<file path="config.mk">
export PLATFORM = sky130hd
export DESIGN_NAME = muldiv_unit
export DESIGN_NICKNAME = d
export VERILOG_FILES = /design/src/rtl/muldiv_pkg.sv /design/src/rtl/muldiv_unit_signfix.sv /design/src/rtl/muldiv_unit.sv
export SDC_FILE = /design/constraint.sdc
export NUM_CORES = 1
export LEC_CHECK = 0
export BUFFER_PORTS_ARGS = -buffer_cell sky130_fd_sc_hd__buf_4
export CAP_MARGIN = 30
export CORE_UTILIZATION = 55
export DETAILED_ROUTE_END_ITERATION = 12
export PLACE_DENSITY = 0.82
export RECOVER_POWER = 100
export SYNTH_ARGS = -nofsm -noshare
export SYNTH_HDL_FRONTEND = slang
export SYNTH_SLANG_ARGS = --single-unit
</file>
<file path="constraint.sdc">
create_clock -name clk -period 3.86 [get_ports clk]
set_clock_uncertainty 0.2 [all_clocks]
set_input_delay 0.386 -clock clk [delete_from_list [all_inputs] [get_ports clk]]
set_output_delay 0.386 -clock clk [all_outputs]
set_load 0.02 [all_outputs]
</file>
<file path="src/rtl/muldiv_pkg.sv">
// Shared RV32M multiply/divide definitions: funct3 op codes, default widths,
// fixed latency and the unit's control types.
package muldiv_pkg;

  localparam int DEF_XLEN       = 32;
  localparam int DEF_HART_ID_W  = 1;
  localparam int DEF_REG_ADDR_W = 5;
  localparam int MULDIV_LATENCY = 33;

  localparam logic [2:0] MULDIV_OP_MUL    = 3'd0;
  localparam logic [2:0] MULDIV_OP_MULH   = 3'd1;
  localparam logic [2:0] MULDIV_OP_MULHSU = 3'd2;
  localparam logic [2:0] MULDIV_OP_MULHU  = 3'd3;
  localparam logic [2:0] MULDIV_OP_DIV    = 3'd4;
  localparam logic [2:0] MULDIV_OP_DIVU   = 3'd5;
  localparam logic [2:0] MULDIV_OP_REM    = 3'd6;
  localparam logic [2:0] MULDIV_OP_REMU   = 3'd7;

  typedef enum logic [1:0] {ST_IDLE, ST_CALC, ST_FIN} md_state_e;

  // Control captured at accept; magnitudes are held separately.
  typedef struct packed {
    logic [2:0] op;
    logic       a_neg;
    logic       b_neg;
  } md_ctl_t;

  function automatic logic op_is_div(input logic [2:0] op);
    return op[2];
  endfunction

  function automatic logic op_a_signed(input logic [2:0] op);
    return !(op == MULDIV_OP_MULHU || op == MULDIV_OP_DIVU || op == MULDIV_OP_REMU);
  endfunction

  function automatic logic op_b_signed(input logic [2:0] op);
    return op_a_signed(op) && (op != MULDIV_OP_MULHSU);
  endfunction

endpackage

</file>
<file path="src/rtl/muldiv_unit_signfix.sv">
// Final sign correction and result select for the iterative mul/div core.
// acc holds {hi, lo} = product, or {remainder, quotient} for divides.
module muldiv_unit_signfix
  import muldiv_pkg::*;
#(
  parameter int XLEN = DEF_XLEN
) (
  input  logic [2:0]        op,
  input  logic              a_neg,
  input  logic              b_neg,
  input  logic [XLEN-1:0]   a_mag,
  input  logic [XLEN-1:0]   b_mag,
  input  logic [2*XLEN-1:0] acc,
  output logic [XLEN-1:0]   result
);

  logic [2*XLEN-1:0] prod;
  logic [XLEN-1:0]   quo, rem, a_orig;
  logic              b_zero;

  always_comb begin
    prod   = (a_neg ^ b_neg) ? -acc : acc;
    quo    = (a_neg ^ b_neg) ? -acc[XLEN-1:0] : acc[XLEN-1:0];
    rem    = a_neg ? -acc[2*XLEN-1:XLEN] : acc[2*XLEN-1:XLEN];
    a_orig = a_neg ? -a_mag : a_mag;
    b_zero = (b_mag == '0);
    result = '0;
    case (op)
      MULDIV_OP_MUL:                                      result = prod[XLEN-1:0];
      MULDIV_OP_MULH, MULDIV_OP_MULHSU, MULDIV_OP_MULHU:  result = prod[2*XLEN-1:XLEN];
      // Divide-by-zero overrides keep the RV32M-mandated values regardless of sign.
      MULDIV_OP_DIV, MULDIV_OP_DIVU:                      result = b_zero ? '1 : quo;
      default:                                            result = b_zero ? a_orig : rem;
    endcase
  end

endmodule

</file>
<file path="src/rtl/muldiv_unit.sv">
// Iterative RV32M multiply/divide: one radix-2 step per cycle on operand
// magnitudes, fixed 33-cycle latency, tagged result returned with a done pulse.
module muldiv_unit
  import muldiv_pkg::*;
#(
  parameter int XLEN       = DEF_XLEN,
  parameter int HART_ID_W  = DEF_HART_ID_W,
  parameter int REG_ADDR_W = DEF_REG_ADDR_W
) (
  input  logic                  clk,
  input  logic                  rst_n,
  input  logic                  muldiv_start,
  input  logic [2:0]            muldiv_op,
  input  logic [XLEN-1:0]       muldiv_a,
  input  logic [XLEN-1:0]       muldiv_b,
  input  logic [HART_ID_W-1:0]  muldiv_hart_id,
  input  logic [REG_ADDR_W-1:0] muldiv_rd,
  output logic                  muldiv_busy,
  output logic                  muldiv_done,
  output logic [XLEN-1:0]       muldiv_result,
  output logic [HART_ID_W-1:0]  muldiv_done_hart_id,
  output logic [REG_ADDR_W-1:0] muldiv_done_rd
);

  localparam int CNT_W = $clog2(XLEN);

  md_state_e             state, state_nxt;
  logic                  accept, step_en, fin;
  logic [CNT_W-1:0]      cnt;
  md_ctl_t               ctl_q;
  logic [XLEN-1:0]       a_mag_q, b_mag_q;
  logic [2*XLEN-1:0]     acc, step_nxt;
  logic [HART_ID_W-1:0]  hart_q;
  logic [REG_ADDR_W-1:0] rd_q;
  logic [XLEN-1:0]       fix_result;

  logic                  a_neg_in, b_neg_in;
  logic [XLEN-1:0]       a_mag_in, b_mag_in;

  always_comb begin
    a_neg_in = op_a_signed(muldiv_op) && muldiv_a[XLEN-1];
    b_neg_in = op_b_signed(muldiv_op) && muldiv_b[XLEN-1];
    a_mag_in = a_neg_in ? -muldiv_a : muldiv_a;
    b_mag_in = b_neg_in ? -muldiv_b : muldiv_b;
  end

  always_ff @(posedge clk or negedge rst_n) begin
    if (!rst_n) state <= ST_IDLE;
    else        state <= state_nxt;
  end

  always_comb begin
    state_nxt = state;
    accept    = 1'b0;
    step_en   = 1'b0;
    fin       = 1'b0;
    case (state)
      ST_IDLE: if (muldiv_start) begin
        accept    = 1'b1;
        state_nxt = ST_CALC;
      end
      ST_CALC: begin
        step_en = 1'b1;
        if (cnt == CNT_W'(XLEN-1)) state_nxt = ST_FIN;
      end
      ST_FIN: begin
        fin       = 1'b1;
        state_nxt = ST_IDLE;
      end
      default: state_nxt = ST_IDLE;
    endcase
  end

  // Multiply: acc = {partial_hi, multiplier}, shifting right as bits retire.
  // Divide:   acc = {remainder, dividend->quotient}, shifting left (restoring).
  logic [XLEN:0]   mul_sum, div_shift;
  logic [XLEN-1:0] div_diff;
  logic            div_ge;

  always_comb begin
    mul_sum   = {1'b0, acc[2*XLEN-1:XLEN]} +
                {1'b0, (acc[0] ? a_mag_q : {XLEN{1'b0}})};
    div_shift = {acc[2*XLEN-1:XLEN], acc[XLEN-1]};
    div_ge    = (div_shift >= {1'b0, b_mag_q});
    div_diff  = div_shift[XLEN-1:0] - b_mag_q;
    if (op_is_div(ctl_q.op))
      step_nxt = {(div_ge ? div_diff : div_shift[XLEN-1:0]), acc[XLEN-2:0], div_ge};
    else
      step_nxt = {mul_sum, acc[XLEN-1:1]};
  end

  always_ff @(posedge clk or negedge rst_n) begin
    if (!rst_n) begin
      cnt                 <= '0;
      ctl_q               <= '0;
      a_mag_q             <= '0;
      b_mag_q             <= '0;
      acc                 <= '0;
      hart_q              <= '0;
      rd_q                <= '0;
      muldiv_busy         <= 1'b0;
      muldiv_done         <= 1'b0;
      muldiv_result       <= '0;
      muldiv_done_hart_id <= '0;
      muldiv_done_rd      <= '0;
    end else begin
      muldiv_done <= 1'b0;
      if (accept) begin
        ctl_q       <= {muldiv_op, a_neg_in, b_neg_in};
        a_mag_q     <= a_mag_in;
        b_mag_q     <= b_mag_in;
        acc         <= {{XLEN{1'b0}}, (op_is_div(muldiv_op) ? a_mag_in : b_mag_in)};
        hart_q      <= muldiv_hart_id;
        rd_q        <= muldiv_rd;
        cnt         <= '0;
        muldiv_busy <= 1'b1;
      end
      if (step_en) begin
        acc <= step_nxt;
        cnt <= cnt + 1'b1;
      end
      if (fin) begin
        muldiv_result       <= fix_result;
        muldiv_done         <= 1'b1;
        muldiv_busy         <= 1'b0;
        muldiv_done_hart_id <= hart_q;
        muldiv_done_rd      <= rd_q;
      end
    end
  end

  muldiv_unit_signfix #(.XLEN(XLEN)) u_signfix (
    .op     (ctl_q.op),
    .a_neg  (ctl_q.a_neg),
    .b_neg  (ctl_q.b_neg),
    .a_mag  (a_mag_q),
    .b_mag  (b_mag_q),
    .acc    (acc),
    .result (fix_result)
  );

endmodule

</file>
Word-level counts from Yosys, hierarchy flattened
Cells that the tools add are included.
{"block": "totals", "reg_bits": 186, "inputBits": 76, "out_inout_bits": 40, "elab_cells": 81}
{"block": "classes", "n_addsub": 9, "order_cmp": 1, "eq_ne": 14, "muxes": 27, "n_bitwise": 1, "reduce_logical": 14}
{"cell": "2-to-1 mux 32 bit", "n": 10}
{"cell": "2-to-1 mux 64 bit", "n": 4}
{"cell": "negation 32 bit", "n": 5}
{"cell": "one-hot mux 32 bit (3 select lines)", "n": 1}
{"cell": "negation 64 bit", "n": 1}
{"cell": "adder 32 x 32 -> 33 bit", "n": 1}
{"cell": "greater-or-equal comparator 33 x 32 -> 1 bit", "n": 1}
{"cell": "logical NOT 32 bit", "n": 1}
{"cell": "subtractor 32 bit", "n": 1}
{"cell": "== test 3 bit (second input constant)", "n": 4}
{"cell": "2-to-1 mux 5 bit", "n": 2}
{"cell": "== test 3 x 2 -> 1 bit (second input constant)", "n": 3}
{"cell": "2-to-1 mux 1 bit", "n": 7}
{"cell": "adder 5 x 1 -> 5 bit (second input constant)", "n": 1}
{"cell": "== test 5 bit (second input constant)", "n": 1}
{"cell": "2-to-1 mux 2 bit", "n": 2}
{"cell": "!= test 2 bit (second input constant)", "n": 2}
{"cell": "one-hot mux 2 bit (2 select lines)", "n": 1}
{"cell": "nonzero test 2 bit", "n": 2}
{"cell": "== test 3 x 1 -> 1 bit (second input constant)", "n": 1}
{"cell": "logical AND 1 bit", "n": 3}
{"cell": "logical NOT 3 bit", "n": 1}
{"cell": "!= test 3 x 2 -> 1 bit (second input constant)", "n": 1}
{"cell": "OR reduction 3 bit", "n": 1}
{"cell": "other kinds (8)", "n": 9}

Longest topological paths before layout
Gate-level depths: netlist (run 1).
{"block": "logic_depth", "ltp_word": 10, "depth_mapped": 15, "mapped_depth_nobuf": 14}

Modules after synthesis
From an unflattened synthesis (run 1), not the netlist that was laid out.
{"block": "hier_totals", "cells_unflattened": 2225, "hier_area_um2": 17394.2}
{"module": "muldiv_unit", "n_inst": 1, "cells_per_inst": 1539, "area_per_inst_um2": 13065.0, "seq_area_each_um2": 4654.5}
{"module": "muldiv_unit_signfix", "n_inst": 1, "cells_per_inst": 686, "area_per_inst_um2": 4329.2, "seq_area_each_um2": 0.0}

Worst setup path before layout (run 1)
No wires, ideal clock.
{"block": "synth_path", "path_kind": "register to register", "from": "register b_mag_q[1]", "to": "register acc[40]", "setup_time_ps": 134, "t_arrival_ps": 2985, "required_time_ps": 3526, "path_slack_ps": 541, "path_stages_with_launch": 13, "path_buffers": 1, "period_less_slack_ps": 3319, "path_cell_list": "dfrtp_1 -> inv_1 -> ha_1 -> nor2b_1 -> o31a_1 -> o2111ai_1 -> nand2_1 -> a41oi_1 -> o21ai_1 -> a211oi_2 -> buf_2 -> mux2i_1 -> o211ai_1"}
{"block": "synth_between", "elab_chain_cells": 4, "elab_cells_between_ends": 5, "cone_classes": "add/sub: 1; order compare: 1; mux: 3"}
{"item": "start, declared", "line": "muldiv_unit.sv:31", "source": "logic [XLEN-1:0] a_mag_q, b_mag_q;"}
{"item": "start signal, assigned", "line": "muldiv_unit.sv:111", "source": "b_mag_q <= b_mag_in;"}
{"item": "subtractor 32 bit / greater-or-equal comparator 33 x 32 -> 1 bit (equally long branches)", "line": "muldiv_unit.sv:85, muldiv_unit.sv:84"}
{"item": "2-to-1 mux 32 bit (*)", "line": "muldiv_unit.sv:87", "source": "step_nxt = {(div_ge ? div_diff : div_shift[XLEN-1:0]), acc[XLEN-2:0], div_ge};"}
{"item": "2-to-1 mux 64 bit (*)", "line": "muldiv_unit.sv:86", "source": "if (op_is_div(ctl_q.op))"}
{"item": "2-to-1 mux 64 bit (*)", "line": "muldiv_unit.sv:118", "source": "if (step_en) begin"}
{"item": "end signal, assigned", "line": "muldiv_unit.sv:112", "source": "acc <= {{XLEN{1'b0}}, (op_is_div(muldiv_op) ? a_mag_in : b_mag_in)};"}
{"item": "end signal, assigned", "line": "muldiv_unit.sv:119", "source": "acc <= step_nxt;"}
{"item": "end, declared", "line": "muldiv_unit.sv:32", "source": "logic [2*XLEN-1:0] acc, step_nxt;"}
Every way passes the cells marked *; elsewhere a longest branch is shown, timed or not.
A chain may end at the register's enable or synchronous reset.

Final worst setup path (run 1)
{"block": "layout_path", "from": "register acc[24]", "to": "register muldiv_result[1]"}
{"block": "layout_between", "elab_chain_cells": 3}
{"item": "negation 64 bit", "line": "muldiv_unit_signfix.sv:22", "source": "prod = (a_neg ^ b_neg) ? -acc : acc;"}
{"item": "2-to-1 mux 64 bit", "line": "muldiv_unit_signfix.sv:22"}
{"item": "one-hot mux 32 bit (3 select lines)", "line": "muldiv_unit_signfix.sv:28", "source": "case (op)"}
{"item": "end signal, assigned", "line": "muldiv_unit.sv:123", "source": "muldiv_result <= fix_result;"}
{"item": "end, declared", "line": "muldiv_unit.sv:20", "source": "output logic [XLEN-1:0] muldiv_result,"}
Every way passes these cells.

==> results.md, run 1 <==
* Status: finished, violations left
* Failing checks: capacitance limit, slew limit
* DR iter-0 viols at 2,328
* Cells after synthesis at 2,131
* Worst Hold End: a_mag_q[0]$_DFFE_PN0P_
* Mapped Nets at 2,280
* Tcrit/Tclk final at 0.969
* Worst Tran Pin Value at 2.72 ns
* Dpl cells at 2,552
* Unrepaired setup endpoints after global routing: false
* Yosys warning count at 0
* Avg Inst Size Synth at 7.80 sq um
* Die X at 176 um
* Die footprint at 30,900 sq um
* Compound-Gate Fraction of Synth Area at 0.244
* Via count at 17,147
* Root Buffer: clkbuf_16
* FMAX at 0.267 GHz
* Worst R2R Path Depth at 8
* Grt ovf at 0
* Core area at 29,700 sq um
* Antenna diodes at 0
* Combinational family with the most area after synthesis: compound AO/OA/AOI/OAI gates
* Top FF cell, synth: dfrtp_1
* H-tree depth at 4
* Vias in the first global route at 15,872
* Nets at 2,340
* Fin area at 18,400 sq um
* Placed Area at 17,900 sq um
* Maxcap violations at 2
* Total wire length at 58,100 um
* Synth cell count leaders: 285 x nand2_1, 213 x o21ai_0, 186 x dfrtp_1, 148 x nor2_1, 138 x a21oi_1
* Cell Area, Synth at 16,600 sq um
* Worst-case clock buffer depth at 2
* Pwr per Cell Area at 1010 nW/um^2
* Die height at 176 um
* Final Hold Vio Count at 0
* Share of the synthesized area in the top cell type at 0.280
* Fin crit period at 3.74 ns
* DR DRC count at 0
* Rows at 63
* WS Path Type: register to register
* DRT Pass-1 Iters at 9
* Gr usage total at 0.379
* Fin cells at 2,594
* RD Place Congestion at 1.02
* Post-synth cell types at 87
* Clock Sink Count at 186
* WP data required at 3.99 ns
* DR vias/cell at 6.61
* Design Power at 18.7 mW
* Fraction of the mapped netlist area in adder cells at 0.0558
* Startpoint types: register
* Slew Limit Fails at 264
* Crit. End Element: register
* Wire per inst at 22.4 um
* Reg clk slew, reported paths at 0.08 ns
* RR Endpoint: muldiv_result[1]$_DFFE_PN0P_
* Crit path arrival time at 3.87 ns
* Io pins at 116
* Hold path depth at 3
* CTS tree: done
* Count leader, synth: nand2_1
* Seq cells post-synth at 186
* Post-synth EDFFs at 0
* Initial Util at 0.559
* HP Class: input pin to register
* VDD IR max at 0.000490 V
* R2r setup slk at 0.12 ns
* Worst Hold Launch: muldiv_a[0]
* Post-DP HPWL at 44,800 um
* CTS buffer count at 17
* Async S/R FF share, synth at 1.00
* Syn-to-layout area delta at 10.9%
* Fin util at 0.620
* Slew headroom at -0.811
* Seq/Total Area, Yosys at 0.280
* Final ANT Viol Nets at 0
* Multiplexer share of the synthesized area at 0.0445
* Share of cells above drive strength 1 at 0.0912
* Critical path peak fanout at 6
* Hold Slack at 0.0469 ns
* R2R Path Start: acc[24]$_DFFE_PN0P_
* Static Leak at 7.90 nW
* Area contributors post-synth: dfrtp_1 28%, nand2_1 6.4%, o21ai_0 6.4%
* Final setup viols at 0
* Post-synthesis simple-gate area fraction at 0.209
* XOR/XNOR Fraction of Synth Area at 0.115
* Clk Latency, worst-skew pair at 0.46 ns
* First-pass GRT wire length at 89,400 um
* IO buf count at 115
* Pre-CTS setup slack at 0.262 ns
* Fill cells at 2,653
* Largest area contributor in the netlist: dfrtp_1
* Worst Slack Setup Final at 0.119 ns
* Initial antenna violation count at 1
* Largest net degree at the start of global routing at 163
* Setup TNS at 0 ns
[where the power goes]
part | internal, mW | switching, mW
Clock | 0.904 | 0.979
Sequential | 2.78 | 1.36
Combinational | 5.03 | 7.62
[layout make-up]
cell class                      instances  area [sq um]  share of cell area
Inverter                               74           278              0.0151
Sequential cell                       186          4660               0.253
Timing Repair Buffer                  185          1240              0.0673
Tap cell                              390           488              0.0265
Multi-Input combinational cell       1727         11100               0.605
Clock buffer                           17           425              0.0231
Clock inverter                         15           196              0.0107
[worst max-delay path by stage]
stage | endpoint | start | cells past startpoint | slack, ns
floorplan | acc[40]$_DFFE_PN0P_ | b_mag_q[1]$_DFFE_PN0P_ | 12 | 0.54
global placement | acc[22]$_DFFE_PN0P_ | muldiv_a[9] | 10 | 0.35
detailed placement | acc[32]$_DFFE_PN0P_ | b_mag_q[1]$_DFFE_PN0P_ | 12 | 0.26
CTS | acc[32]$_DFFE_PN0P_ | b_mag_q[1]$_DFFE_PN0P_ | 12 | 0.23
global route | muldiv_result[26]$_DFFE_PN0P_ | a_mag_q[0]$_DFFE_PN0P_ | 11 | 0.02
finish | muldiv_result[1]$_DFFE_PN0P_ | acc[24]$_DFFE_PN0P_ | 8 | 0.12
[registers in the layout, indices dropped and copies added, names as in the netlist]
name                 count
ctl_q                    5
muldiv_result           32
state                    2
hart_q                   1
rd_q                     5
muldiv_busy              1
b_mag_q                 32
muldiv_done_hart_id      1
acc                     64
a_mag_q                 32
cnt                      5
muldiv_done_rd           5
muldiv_done              1
[routing by layer]
| layer | GRT usage | up-vias | wire length (um) |
|---|---|---|---|
| met2 | 0.578 | 1018 | 25300 |
| met3 | 0.0641 | 213 | 5750 |
| met4 | 0.214 | 2 | 3730 |
| met5 | 0 | - | 12 |
| li1 | - | 7790 | - |
| met1 | 0.509 | 8124 | 23400 |
[worst max-delay path, stage by stage, from the launching register on]
cell	delay, ns
dfrtp_1	0.46
or4_4	0.58
or4_4	0.46
nor4_1	0.43
nand3_1	0.39
o21ai_0	0.35
xnor2_1	0.10
a221oi_1	0.53
nor2_1	0.10
[logic make-up (layout without fill, tap and decap cells)]
| group | after synthesis | after routing |
|---|---|---|
| buf+inv | 218 | 291 |
| mux | 72 | 72 |
| simple gates | 721 | 721 |
| flops | 186 | 186 |
| compound gates | 642 | 642 |
| xor+xnor | 219 | 219 |
| fa+ha+maj | 73 | 73 |
[cell usage in the layout (no fill, tap or decap), types with 10 or more instances in the layout]
master         netlist  layout
nand2b_1            14      14
dfrtp_1            186     184
nor2b_1             12      12
clkbuf_16            0      17
o41ai_1             12      13
a221oi_1            13      13
and2_1              47      46
and3_1              13      13
nand4_1             16      16
a21o_1              27      27
xor2_1             104     103
mux2i_1             66      66
o31ai_1             33      33
dlygate4sd3_1        0      10
a22oi_1             23      23
a21oi_1            138     138
inv_1               74      74
a31oi_1             25      25
clkbuf_1           124      50
o221ai_1            20      20
nor4_1              29      29
buf_4                1     118
or3_1               20      20
xnor2_1            115     114
a211oi_1            33      33
or4_1               21      22
ha_1                71      71
nand3_1             36      36
nand2_1            285     285
or2_2               12      12
o22ai_1             12      12
o21ai_0            213     216
o211ai_1            23      23
nor2_1             148     147
nor3_1              38      38
[repair_timing]
action / 4_1_cts / 5_1_grt
hold endpoints to repair: 106 / 0
setup endpoints to repair: 0 / 1
hold buffers: 10 / 0
gates resized for setup: 0 / 1
setup buffers: 0 / 0
Power figures use the tool's default switching activity.
==> inputs of run 2 (changes only) <==
--- a/config.mk
+++ b/config.mk
@@ -5,7 +5,7 @@
 export SDC_FILE = /design/constraint.sdc
 export NUM_CORES = 1
 export LEC_CHECK = 0
-export BUFFER_PORTS_ARGS = -buffer_cell sky130_fd_sc_hd__buf_4
+export BUFFER_PORTS_ARGS = -buffer_cell sky130_fd_sc_hd__buf_2
 export CAP_MARGIN = 30
 export CORE_UTILIZATION = 55
 export DETAILED_ROUTE_END_ITERATION = 12
==> results.md, run 2 (synthesis results as in run 1) <==
* Clock Sink Count at 186 (unchanged)
* Rows at 63 (unchanged)
* Reg clk slew, reported paths at 0.08 ns (about the same)
* DR vias/cell at 6.59 (-0.38%)
* Worst Setup EP: acc[63]$_DFFE_PN0P_
* Nets at 2,357 (+0.73%)
* First-pass GRT wire length at 91,600 um (+2.4%)
* Commonest non-fill, non-tap cell in the layout: nand2_1
* Startpoint types: register
* Fin crit period at 3.63 ns (-0.106 ns)
* Worst R2R Path Depth at 13 (+5)
* Total wire length at 60,100 um (+3.4%)
* Vias in the first global route at 15,827 (-0.28%)
* Io pins at 116 (unchanged)
* Initial Util at 0.559 (unchanged)
* Static Leak at 7.89 nW (-0.18%)
* Post-CTS Setup Inserts at 0 (unchanged)
* Max reg flops at 64 (unchanged)
* Final ANT Viol Nets at 0 (unchanged)
* Crit path arrival time at 3.82 ns (-0.05 ns)
* IO buf count at 115 (unchanged)
* VDD IR max at 0.000670 V (+37%)
* Grt ovf at 0 (unchanged)
* Worst-case clock buffer depth at 2 (unchanged)
* Setup TNS at 0 ns (unchanged)
* RR Endpoint: acc[63]$_DFFE_PN0P_
* DR iter-0 viols at 1,866 (-20%)
* Top reg by flops: acc
* FMAX at 0.275 GHz (+2.9%)
* Crit. End Element: register
* Critical path buffers and inverters at 2 (+2)
* Critical Path Source: acc[32]$_DFFE_PN0P_
* Largest net degree at the start of global routing at 111 (-32%)
* Clk Latency, worst-skew pair at 0.47 ns (about the same)
* Antenna diodes at 0 (unchanged)
* Tcrit/Tclk final at 0.942 (-0.0276)
* Slowest cell on crit path: dfrtp_1
* RD Place Congestion at 1.03 (+0.87%)
* Core area at 29,700 sq um (unchanged)
* Die height at 176 um (unchanged)
* Gr usage total at 0.391 (+0.0123)
* Die footprint at 30,900 sq um (unchanged)
* Hold path depth at 3 (unchanged)
* WS Path Type: register to register
* Status: finished, violations left
* Critical path peak fanout at 7 (+1)
* Maxcap violations at 2 (unchanged)
* HP Class: input pin to register
* R2r setup slk at 0.23 ns (+0.11 ns)
* Slew Limit Fails at 84 (-68%)
* Critical path cell sequence: buf_4 > ha_1 > inv_1 > fa_1 > nand2b_1 > a21oi_1 > o211ai_1 > a2111o_1 > a31oi_1 > nor2_1 > o211a_1 > a41o_1 > a21oi_1
* Die X at 176 um (unchanged)
* Final setup viols at 0 (unchanged)
* Via count at 17,194 (+0.27%)
* Final Hold Vio Count at 0 (unchanged)
* CTS tree: done
* Slew headroom at -0.361 (+0.450)
* Unrepaired setup endpoints after global routing: false
* Root Buffer: clkbuf_16
* CP Depth at 13 (+5)
* Commonest cells after routing, fill and taps aside: 285 x nand2_1, 215 x o21ai_0, 184 x dfrtp_1
* DR DRC count at 0 (unchanged)
* Post-DP HPWL at 46,300 um (+3.3%)
* Crit path top cell by count: a21oi_1
* Hold Slack at 0.0251 ns (-0.0218 ns)
* Initial antenna violation count at 1 (unchanged)
* Share of cells above drive strength 1 at 0.0955 (+0.00425)
* Syn-to-layout area delta at 10.7%
* DRT Pass-1 Iters at 6 (-3)
* Pwr per Cell Area at 1020 nW/um^2 (+1.1%)
* WP data required at 4.05 ns (+0.06 ns)
* Wire per inst at 23.0 um (+2.8%)
* Worst Tran Pin Value at 2.04 ns (-0.675 ns)
* CTS buffer count at 17 (unchanged)
* R2R Path Start: acc[32]$_DFFE_PN0P_
* H-tree depth at 4 (unchanged)
* Crit-path max cell delay at 0.48 ns (-0.10 ns)
* Failing checks: capacitance limit, slew limit
* Crit-path leading delay family: compound AO/OA/AOI/OAI gates
[run 2: cell count changes in the layout (fill, tap and decap cells not counted), moves of 3 or more]
cell	before	now
buf_2	1	70
inv_6	3	6
inv_8	5	2
buf_4	118	57
bufinv_16	0	3
inv_12	4	0
clkbuf_1	50	60
[run 2: area by class of cell]
cell class,count,area [sq um]
fillers,2724,11300
multi-input cells,1727,11200
flip-flops and latches,186,4660
repair buffers,202,1180
well taps,390,488
clock buffers,17,425
inverters,74,278
clock inverters,15,203
[run 2: worst min-delay path by stage]
stage                      start  slack (ns)                             to
floorplan                  rst_n       -0.11         a_mag_q[0]$_DFFE_PN0P_
global placement           rst_n        0.11  muldiv_result[21]$_DFFE_PN0P_
detailed placement         rst_n        0.12  muldiv_result[15]$_DFFE_PN0P_
CTS                 muldiv_start        0.01        muldiv_busy$_DFFE_PN0P_
global route        muldiv_start        0.03        muldiv_busy$_DFFE_PN0P_
finish              muldiv_start        0.03        muldiv_busy$_DFFE_PN0P_
[run 2: through the flow]
step | worst slack, ns | utilization | area [sq um] | std cells | total power [mW]
after global routing | 0.0264 | 0.619 | 18400 | 2611 | 20.1
final | 0.225 | 0.619 | 18400 | 2611 | 18.8
after detailed placement | 0.339 | 0.599 | 17800 | 2569 | 16.5
after CTS | 0.282 | 0.623 | 18500 | 2610 | 18.5
after floorplan | 0.541 | - | 16600 | 2131 | 12.6
after global placement | 0.377 | 0.599 | 17800 | 2569 | 16.2
[run 2: what timing repair did]
action | in CTS | in global routing
hold buffers | 9 | 0
setup endpoints to repair | 0 | 2
endpoints found under the hold margin | 42 | 0
gates resized for setup | 0 | 2
[run 2: tightest hold or removal path, delay by kind of cell]
| family | cells | cell delay [ns] |
|---|---|---|
| buf+inv | 1 | 0.10 |
| compound gates | 1 | 0.07 |
| simple gates | 1 | 0.09 |
[run 2: routing by layer]
layer,wire length [um],share of wire,up-vias,GRT usage
met3,5150,0.086,183,0.0660
met2,26600,0.44,932,0.592
met1,25200,0.42,8275,0.536
met5,0,0,-,0
li1,-,-,7804,-
met4,3170,0.053,0,0.201
[run 2: power by group]
part / internal [mW] / leakage, nW / switching (mW) / total [mW]
Sequential: 2.78 / 2.26 / 1.26 / 4.04
Combinational: 5.07 / 5.32 / 7.78 / 12.9
Clock: 1.05 / 0.306 / 0.906 / 1.95
Total: 8.90 / 7.89 / 9.95 / 18.8
==> inputs of run 3 (changes only) <==
--- a/config.mk
+++ b/config.mk
@@ -5,11 +5,12 @@
 export SDC_FILE = /design/constraint.sdc
 export NUM_CORES = 1
 export LEC_CHECK = 0
-export BUFFER_PORTS_ARGS = -buffer_cell sky130_fd_sc_hd__buf_2
 export CAP_MARGIN = 30
 export CORE_UTILIZATION = 55
 export DETAILED_ROUTE_END_ITERATION = 12
-export PLACE_DENSITY = 0.82
+export DONT_BUFFER_PORTS = 1
+export GPL_TIMING_DRIVEN = 0
+export PLACE_DENSITY = 0.78
 export RECOVER_POWER = 100
 export SYNTH_ARGS = -nofsm -noshare
 export SYNTH_HDL_FRONTEND = slang
==> results.md, run 3 (synthesis results as in run 1) <==
* Failing checks: hold timing
* Crit path arrival time at 3.98 ns (+0.16 ns)
* Maxcap violations at 0 (-2)
* Hold Slack at -0.598 ns (-0.623 ns)
* FMAX at 0.263 GHz (-4.4%)
* CTS buffer count at 17 (unchanged)
* Crit-path leading delay family: simple AND/OR/NAND/NOR gates
* Worst-case clock buffer depth at 2 (unchanged)
* Total wire length at 70,200 um (+17%)
* DR DRC count at 0 (unchanged)
* Critical path buffers and inverters at 2 (unchanged)
* Comb power frac at 0.693 (+0.011)
* Fin crit period at 3.80 ns (+0.169 ns)
* Switching Fraction at 0.554 (+0.0265)
* Slowest cell on crit path: or4b_2
* Design Power at 19.4 mW (+3.2%)
* Final setup viols at 0 (unchanged)
* IO buf count at 0 (-100%)
* Die footprint at 30,900 sq um (unchanged)
* Wire per inst at 27.0 um (+17%)
* Crit-path max cell delay at 0.72 ns (+0.24 ns)
* Startpoint types: register
* Final Hold Vio Count at 187 (+187)
* H-tree depth at 4 (unchanged)
* Die X at 176 um (unchanged)
* Initial antenna violation count at 3 (+2)
* Worst Tran Pin Value at 1.03 ns (-1.02 ns)
* Seq pwr share at 0.212 (-0.002)
* Root Buffer: clkbuf_16
* Final ANT Viol Nets at 0 (unchanged)
* Gr usage total at 0.456 (+0.0641)
* Clock power frac at 0.095 (-0.009)
* Rows at 63 (unchanged)
* Unrepaired setup endpoints after global routing: true
* DRT Pass-1 Iters at 8 (+2)
* Slew headroom at 0.310 (+0.671)
* Net Sw Power at 10.8 mW (+8.4%)
* Tcrit/Tclk final at 0.985 (+0.0438)
* Grt ovf at 0 (unchanged)
* Critical path peak fanout at 9 (+2)
* WP data required at 4.04 ns (about the same)
* Reg clk slew, reported paths at 0.08 ns (about the same)
* Hold bufs inserted after CTS at 38 (+29)
* DR iter-0 viols at 2,494 (+34%)
* DR vias/cell at 6.91 (+4.9%)
* Commonest cells after routing, fill and taps aside: 285 x nand2_1, 212 x o21ai_0, 184 x dfrtp_1
* Max reg flops at 64 (unchanged)
* Syn-to-layout area delta at 10.1%
* RD Place Congestion at 1.05 (+1.1%)
* Die height at 176 um (unchanged)
* Largest net degree at the start of global routing at 187 (+68%)
* Share of cells above drive strength 1 at 0.0538 (-0.0417)
* Fin util at 0.616 (-0.00350)
* Slew Limit Fails at 0 (-100%)
* Antenna diodes at 0 (unchanged)
* Crit. End Element: register
* Static Leak at 7.61 nW (-3.6%)
* First-pass GRT wire length at 104,000 um (+13%)
* CTS tree: done
* Commonest non-fill, non-tap cell in the layout: nand2_1
* Post-DP HPWL at 54,200 um (+17%)
* Initial Util at 0.559 (unchanged)
* Clk Latency, worst-skew pair at 0.47 ns (about the same)
* Nets at 2,348 (-0.38%)
* VDD IR max at 0.000539 V (-20%)
* Status: finished, violations left
* Clock Sink Count at 186 (unchanged)
* Io pins at 116 (unchanged)
* Top reg by flops: acc
* HP Class: input pin to async pin
* Pwr per Cell Area at 1060 nW/um^2 (+3.8%)
* WS Path Type: register to register
* Vias in the first global route at 16,726 (+5.7%)
* Pint at 8.67 mW (-2.6%)
* Core area at 29,700 sq um (unchanged)
* Via count at 17,982 (+4.6%)
* Critical path cell sequence: clkbuf_2 > inv_1 > ha_1 > nor3b_4 > nand4_1 > nor3_2 > or4b_2 > nand2_1 > xor2_1 > mux2i_1 > nor2_1 > o31ai_1
[run 3: through the flow]
stage,area [sq um],setup WS (ns),instances,TNS [ns]
final,18300,0.0566,2602,0
after global routing,18300,-0.0712,2602,-0.171
after CTS,18200,0.00419,2596,0
after detailed placement,17100,-0.480,2523,-12.62
after global placement,17100,-0.740,2521,-22.47
after floorplan,16600,0.541,2131,0
[run 3: timing repair]
action / 4_1_cts / 5_1_grt
buffers inserted: 4 / 5
hold endpoints to repair: 224 / 186
pin swaps: 2 / 4
setup endpoints to repair: 36 / 56
resized for setup: 7 / 27
[run 3: final cells by class]
class	instances	area, sq um
fill	2698	11400
multi-input combinational	1727	11200
sequential	186	4660
buffer	143	576
tap	390	488
timing repair buffer	50	468
clock buffer	17	425
inverter	74	278
clock inverter	15	175
[run 3: per-layer routing]
metal,up-vias,GRT usage,routed length (um)
met5,-,0,21
met4,4,0.272,4440
met3,230,0.105,7860
met2,1267,0.666,30000
met1,8674,0.612,27800
li1,7807,-,-
[run 3: final timing paths]
kind / end / depth (start not counted) / slack, ns / from
worst max-delay path: muldiv_result[20]$_DFFE_PN0P_ / 12 / 0.06 / acc[32]$_DFFE_PN0P_
worst min-delay path: muldiv_result[15]$_DFFE_PN0P_ / 0 / -0.60 / rst_n
worst max register to register: muldiv_result[20]$_DFFE_PN0P_ / 12 / 0.06 / acc[32]$_DFFE_PN0P_
worst min register to register: muldiv_done_rd[3]$_DFFE_PN0P_ / 2 / 0.27 / rd_q[3]$_DFFE_PN0P_
max in group asynchronous: acc[51]$_DFFE_PN0P_ / 0 / 3.29 / rst_n
min in group clk: a_mag_q[17]$_DFFE_PN0P_ / 2 / 0 / muldiv_a[17]
[run 3: power groups by stage]
stage | clock [mW] | combinational [mW] | sequential (mW)
floorplan | 0 | 9.13 | 3.50
global placement | 0 | 12.4 | 4.00
detailed placement | 0 | 12.6 | 4.03
CTS | 1.84 | 12.8 | 4.01
global route | 1.91 | 14.4 | 4.16
finish | 1.85 | 13.5 | 4.11
